**src/rtl/mips_trace_buffer.sv**
```systemverilog
// Instruction trace buffer: captures retired {pc, instr, wb} entries
// in a ring and drains them oldest-first over a valid/ready port.
module mips_trace_buffer #(
    parameter int ADDR_W    = 32,
    parameter int DATA_W    = 32,
    parameter int DEPTH     = 16,
    parameter int POST_TRIG = 8
) (
    input  logic                         clk,
    input  logic                         reset_n,
    input  logic                         cap_valid,
    input  logic [ADDR_W-1:0]            cap_pc,
    input  logic [31:0]                  cap_instr,
    input  logic [DATA_W-1:0]            cap_wb,
    input  logic                         arm,
    input  logic                         mode,
    input  logic                         trig_en,
    input  logic [ADDR_W-1:0]            trig_pc,
    output logic                         rd_valid,
    input  logic                         rd_ready,
    output logic [ADDR_W+32+DATA_W-1:0]  rd_data,
    output logic                         rd_last,
    output logic                         busy,
    output logic                         done,
    output logic                         triggered,
    output logic [$clog2(DEPTH):0]       count
);

    localparam int PW = $clog2(DEPTH);
    localparam int CW = PW + 1;
    localparam int EW = ADDR_W + 32 + DATA_W;
    localparam logic [CW-1:0] FULL = CW'(DEPTH);

    typedef enum logic [1:0] {
        IDLE  = 2'd0,
        ARMED = 2'd1,
        POST  = 2'd2,
        DRAIN = 2'd3
    } state_t;

    state_t            state_q, state_d;
    logic [PW-1:0]     wr_ptr_q, wr_ptr_d;
    logic [PW-1:0]     rd_ptr_q, rd_ptr_d;
    logic [PW-1:0]     post_cnt_q, post_cnt_d;
    logic [CW-1:0]     count_q, count_d;
    logic [CW-1:0]     rd_left_q, rd_left_d;
    logic              trig_q, trig_d;
    logic              mode_q, mode_d;
    logic              trig_en_q, trig_en_d;
    logic [ADDR_W-1:0] trig_pc_q, trig_pc_d;

    logic [EW-1:0]     mem_q [DEPTH];

    logic              wr_en;
    logic              go_drain;
    logic [CW-1:0]     cnt_inc;
    logic [PW-1:0]     wr_inc;

    assign cnt_inc = (count_q == FULL) ? count_q : count_q + 1'b1;
    assign wr_inc  = wr_ptr_q + 1'b1;

    always_comb begin
        state_d    = state_q;
        wr_ptr_d   = wr_ptr_q;
        rd_ptr_d   = rd_ptr_q;
        post_cnt_d = post_cnt_q;
        count_d    = count_q;
        rd_left_d  = rd_left_q;
        trig_d     = trig_q;
        mode_d     = mode_q;
        trig_en_d  = trig_en_q;
        trig_pc_d  = trig_pc_q;
        wr_en      = 1'b0;
        go_drain   = 1'b0;

        if (arm) begin
            // Restart wins over everything, including a same-cycle capture.
            state_d    = ARMED;
            wr_ptr_d   = '0;
            rd_ptr_d   = '0;
            post_cnt_d = '0;
            count_d    = '0;
            rd_left_d  = '0;
            trig_d     = 1'b0;
            mode_d     = mode;
            trig_en_d  = trig_en;
            trig_pc_d  = trig_pc;
        end else begin
            unique case (state_q)
                IDLE: ;
                ARMED, POST: begin
                    if (cap_valid) begin
                        wr_en    = 1'b1;
                        wr_ptr_d = wr_inc;
                        count_d  = cnt_inc;
                        if (state_q == POST) begin
                            post_cnt_d = post_cnt_q - 1'b1;
                            if (post_cnt_q == PW'(1)) go_drain = 1'b1;
                        end else if (mode_q) begin
                            if (cnt_inc == FULL) go_drain = 1'b1;
                        end else if (trig_en_q && cap_pc == trig_pc_q) begin
                            trig_d = 1'b1;
                            if (POST_TRIG == 0) begin
                                go_drain = 1'b1;
                            end else begin
                                post_cnt_d = PW'(POST_TRIG);
                                state_d    = POST;
                            end
                        end
                    end
                end
                DRAIN: begin
                    if (rd_ready) begin
                        rd_ptr_d  = rd_ptr_q + 1'b1;
                        rd_left_d = rd_left_q - 1'b1;
                        if (rd_left_q == CW'(1)) state_d = IDLE;
                    end
                end
                default: state_d = IDLE;
            endcase
        end

        if (go_drain) begin
            // A full ring starts at the oldest slot, which is the next write slot.
            state_d   = DRAIN;
            rd_left_d = cnt_inc;
            rd_ptr_d  = (cnt_inc == FULL) ? wr_inc : '0;
        end
    end

    always_ff @(posedge clk or negedge reset_n) begin
        if (!reset_n) begin
            state_q    <= IDLE;
            wr_ptr_q   <= '0;
            rd_ptr_q   <= '0;
            post_cnt_q <= '0;
            count_q    <= '0;
            rd_left_q  <= '0;
            trig_q     <= 1'b0;
            mode_q     <= 1'b0;
            trig_en_q  <= 1'b0;
            trig_pc_q  <= '0;
        end else begin
            state_q    <= state_d;
            wr_ptr_q   <= wr_ptr_d;
            rd_ptr_q   <= rd_ptr_d;
            post_cnt_q <= post_cnt_d;
            count_q    <= count_d;
            rd_left_q  <= rd_left_d;
            trig_q     <= trig_d;
            mode_q     <= mode_d;
            trig_en_q  <= trig_en_d;
            trig_pc_q  <= trig_pc_d;
        end
    end

    always_ff @(posedge clk) begin
        if (wr_en) mem_q[wr_ptr_q] <= {cap_pc, cap_instr, cap_wb};
    end

    assign rd_data   = mem_q[rd_ptr_q];
    assign rd_valid  = (state_q == DRAIN);
    assign rd_last   = rd_valid && (rd_left_q == CW'(1));
    assign busy      = (state_q == ARMED) || (state_q == POST);
    assign done      = (state_q == DRAIN);
    assign triggered = trig_q;
    assign count     = count_q;

endmodule

```
**config.mk**
```make
export PLATFORM = sky130hd
export DESIGN_NAME = mips_trace_buffer
export DESIGN_NICKNAME = d
export VERILOG_FILES = /design/src/rtl/mips_trace_buffer.sv
export SDC_FILE = /design/constraint.sdc
export NUM_CORES = 2
export LEC_CHECK = 0
export BUFFER_PORTS_ARGS = -buffer_cell sky130_fd_sc_hd__buf_4
export CORE_MARGIN = 2
export CORE_UTILIZATION = 47
export CTS_BUF_LIST = sky130_fd_sc_hd__clkbuf_2 sky130_fd_sc_hd__clkbuf_4 sky130_fd_sc_hd__clkbuf_8
export CTS_CLUSTER_SIZE = 10
export DETAILED_ROUTE_END_ITERATION = 10
export PLACE_DENSITY_LB_ADDON = 0.05
export SYNTH_ARGS = -nofsm -noshare
export SYNTH_HDL_FRONTEND = slang
export SYNTH_SLANG_ARGS = --single-unit
```
**constraint.sdc**
```tcl
create_clock -name clk -period 3.7 [get_ports clk]
set_input_delay 0.185 -clock clk [delete_from_list [all_inputs] [get_ports clk]]
set_output_delay 0.185 -clock clk [all_outputs]
set_load 0.01 [all_outputs]
```
==> summary.txt <==
Status
  • Status: finished clean

Drt
  • WL per Instance: 27.59 um
  • Routed WL: 161,900 um
  • Via density: 5.718
  • ANT nets after route: 0
  • Routed via count: 33,560
  • WL met3: 8503 um
  • Residual DRC: 0
  • DRT met1 WL: 72,620 um
  • Iteration count of the initial detailed-routing pass: 5
  • 1st-iter DRT viols: 2,947
  • Met2 WL post-DR: 77,980 um
  • Top layer used by detailed routing: met5

Worst setup path
  • Slowest stage delay, CP: 0.72 ns
  • CP top delay family: buffers and inverters
  • Crit path kind: flop to output port
  • Critical path required time: 3.51 ns
  • Cell breakdown of the critical path: buf_16 -> mux4_2 -> a22oi_1 -> nand2_1 -> buf_4
  • CP max FO: 88
  • Buf+Inv Stages, Crit Path: 2
  • Crit. End Element: output port
  • Critical path arrival: 3.40 ns
  • Slowest CP cell: dfrtp_4
  • Setup crit start kind: flop

Timing
  • Setup-failing EPs final: 0
  • Slew headroom: 0.2868
  • Worst setup skew after layout: 0.04072 ns
  • Setup TNS Final: 0 ns
  • Worst-margin pin slew: 1.070 ns
  • Period utilization: 0.9681
  • Max-slew violations: 0
  • Final Hold Viols: 0
  • Max Clk Rate: 0.2792 GHz
  • Unrepaired setup endpoints after global routing: no
  • Final worst path period need: 3.582 ns

Floorplanning
  • IO Pins: 241
  • Die Wd: 366.9 um
  • Die area: 0.1346 sq mm
  • Initial Util: 0.4720
  • Core ar.: 0.1311 sq mm
  • Die Y-Extent: 366.9 um
  • Site row count: 133

Clocking
  • H-Tree Depth: 5
  • Num CTS Buffers: 284
  • CTS tree: done
  • Clk_lat worst skew: 0.98 ns
  • Bufs on Longest Clock Path: 4
  • Clk pin slew, worst setup/hold paths: 0.06 ns
  • Clk root buf: clkbuf_8
  • Num Clock Sinks: 1,595

Finish
  • Area growth syn-to-layout: 20.93%
  • Share of layout cells above drive strength 1: 0.2752
  • Non-filler cells, final: 5,868
  • Fillers: 10,070
  • Final #Nets: 4,067
  • Area occupied by multi-input gates: 0.01355 sq mm
  • Storage cell area: 0.04762 sq mm

Place
  • Gpl congestion: 0.7788
  • Number of port buffers: 240
  • Detailed placement HPWL: 89,950 um
  • Dpl cells: 5,123

Power
  • Sequential share of power: 0.552
  • Clock power share: 0.416
  • Cell Pwr Density: 484.4 mW/mm^2
  • Combinational share of power: 0.033
  • Leakage power: 24.03 nW
  • Net Sw Power: 7.572 mW
  • Peak supply drop: 401.6 uV
  • Sw Share: 0.2089
  • Design Power: 36.25 mW
  • Pint: 28.68 mW

Synth
  • Yosys Warn Count: 0
  • Mapped Area: 0.06189 sq mm
  • Synth area leaders: edfxtp_1, mux4_2, mux2i_1, dfrtp_1, mux2_2
  • Post-Synthesis Cells: 3,181
  • EDFF count, synth: 1,536
  • Top-count cell post-synth: edfxtp_1
  • Syn_nets: 3,330
  • Ys flop type: edfxtp_1
  • Async SR Flop Fraction: 0.03699
  • Synth cell count leaders: edfxtp_1, mux2i_1, o21ai_0
  • Synth cell types: 52
  • Synth area leader: edfxtp_1
  • #FFs+latches synth: 1,595
  • Share of the synthesized area in the top cell type: 0.7453
  • Syn Area/Cell: 19.46 sq um
  • Sequential share of the synthesized area: 0.7691

GRT
  • Vias in the first global route: 35,690
  • Total congestion overflow: 0
  • Total track usage: 0.2406
  • Initial antenna violation count: 5
  • Largest net degree at the start of global routing: 89
  • First-pass GRT wire length: 237,600 um

Min path
  • Hold Path Class: input pin to flop

Flow run
  • Max-cap violation count: 0
registers in the layout (all words and copies together), names as in the netlist:
signal / flops
rd_ptr_q: 4
triggered: 1
mode_q: 1
rd_left_q: 5
trig_en_q: 1
state_q: 2
trig_pc_q: 32
wr_ptr_q: 4
post_cnt_q: 4
mem_q: 1536
count: 5
cell families (layout without fill, tap and decap cells):
logic type,Yosys count,count (layout),synth area share
buffers and inverters,188,1117,0.01290
adders and majority gates,14,14,0.002830
xor gates and xnor gates,45,45,0.006368
and+or+nand+nor,202,202,0.01496
muxes,612,612,0.1404
AOI/OAI and AO/OA,525,525,0.05337
DFF,1595,1595,0.7691
other,0,3,0
timing repair:
item	CTS	global route
hold buffers	258	0
setup buffers	6	0
endpoints found under the setup margin	33	0
resized for setup	1	0
endpoints found under the hold margin	1654	0
power groups by stage:
stage | clock [mW] | combinational, mW | sequential [mW]
detailed placement | 0 | 0.932 | 20.4
floorplan | 0 | 0.289 | 20.4
CTS | 15.5 | 1.19 | 20.0
finish | 15.1 | 1.19 | 20.0
global placement | 0 | 0.905 | 20.4
global route | 16.3 | 1.27 | 20.0
metrics by stage:
step	area (sq um)	setup WS [ns]	util	hold WS [ns]
final	74840	0.1179	0.5707	0.1108
after CTS	74830	0.04802	0.5707	0.0003831
after global placement	67040	0.5045	0.5112	0.3197
after global routing	74840	0.01265	0.5707	0.05401
after detailed placement	67040	0.5802	0.5112	0.3325
after floorplan	61910	0.5839	-	-0.1106
layer usage:
metal | GRT usage | vias to the layer above
met2 | 0.3845 | 1092
li1 | - | 14540
met1 | 0.3448 | 17700
met4 | 0.06266 | 2
met3 | 0.04195 | 220
met5 | 0 | -
cell type report:
type                            instances  area share
Antenna cell                            3   0.0001003
Clock buffer                          384     0.06309
Clock inverter                         94    0.005216
Inverter                               11   0.0005517
Multi-Input combinational cell       1398      0.1811
Sequential cell                      1595      0.6362
Tap cell                             1755     0.02934
Timing Repair Buffer                  628     0.08443
placed cells by master, fill, tap and decap left out, types with 2 or more instances in the layout:
cell type,count
diode_2,3
inv_1,11
dfrtp_1,55
o21ai_0,202
xnor2_1,37
mux2i_1,289
buf_12,72
edfxtp_1,1536
mux2_2,131
ha_1,14
clkbuf_4,90
a221oi_1,96
a21oi_1,110
a22oi_1,96
nand3_1,9
dlygate4sd3_1,257
nor3_1,5
clkbuf_8,294
nor4_1,5
clkinv_2,21
clkinv_1,70
buf_16,3
clkinvlp_4,3
and2_4,17
buf_4,296
nand2_1,116
nor2_1,20
nand3b_1,2
xor2_1,8
dfrtp_4,4
mux4_2,192
a211oi_1,7
and3_1,2
or3_1,4
and2_1,2
nand4_1,7
nand2b_1,3
path summary, 6_finish.rpt:
| check | start | end | slack [ns] | cells after the start |
|---|---|---|---|---|
| setup / recovery | rd_ptr_q[1]$_DFFE_PN0P_ | rd_data[75] | 0.12 | 5 |
| hold / removal | cap_instr[0] | mem_q[13][32]$_DFFE_PP_ | 0.11 | 2 |
| setup reg to reg | state_q[0]$_DFFE_PN0P_ | mem_q[11][1]$_DFFE_PP_ | 0.53 | 9 |
| hold reg to reg | triggered$_DFFE_PN0P_ | triggered$_DFFE_PN0P_ | 0.53 | 1 |
| max in group asynchronous | reset_n | rd_ptr_q[1]$_DFFE_PN0P_ | 3.02 | 4 |
| min in group asynchronous | reset_n | trig_pc_q[13]$_DFFE_PN0P_ | 0.31 | 4 |
No activity file was read; power rests on OpenSTA's default activity.
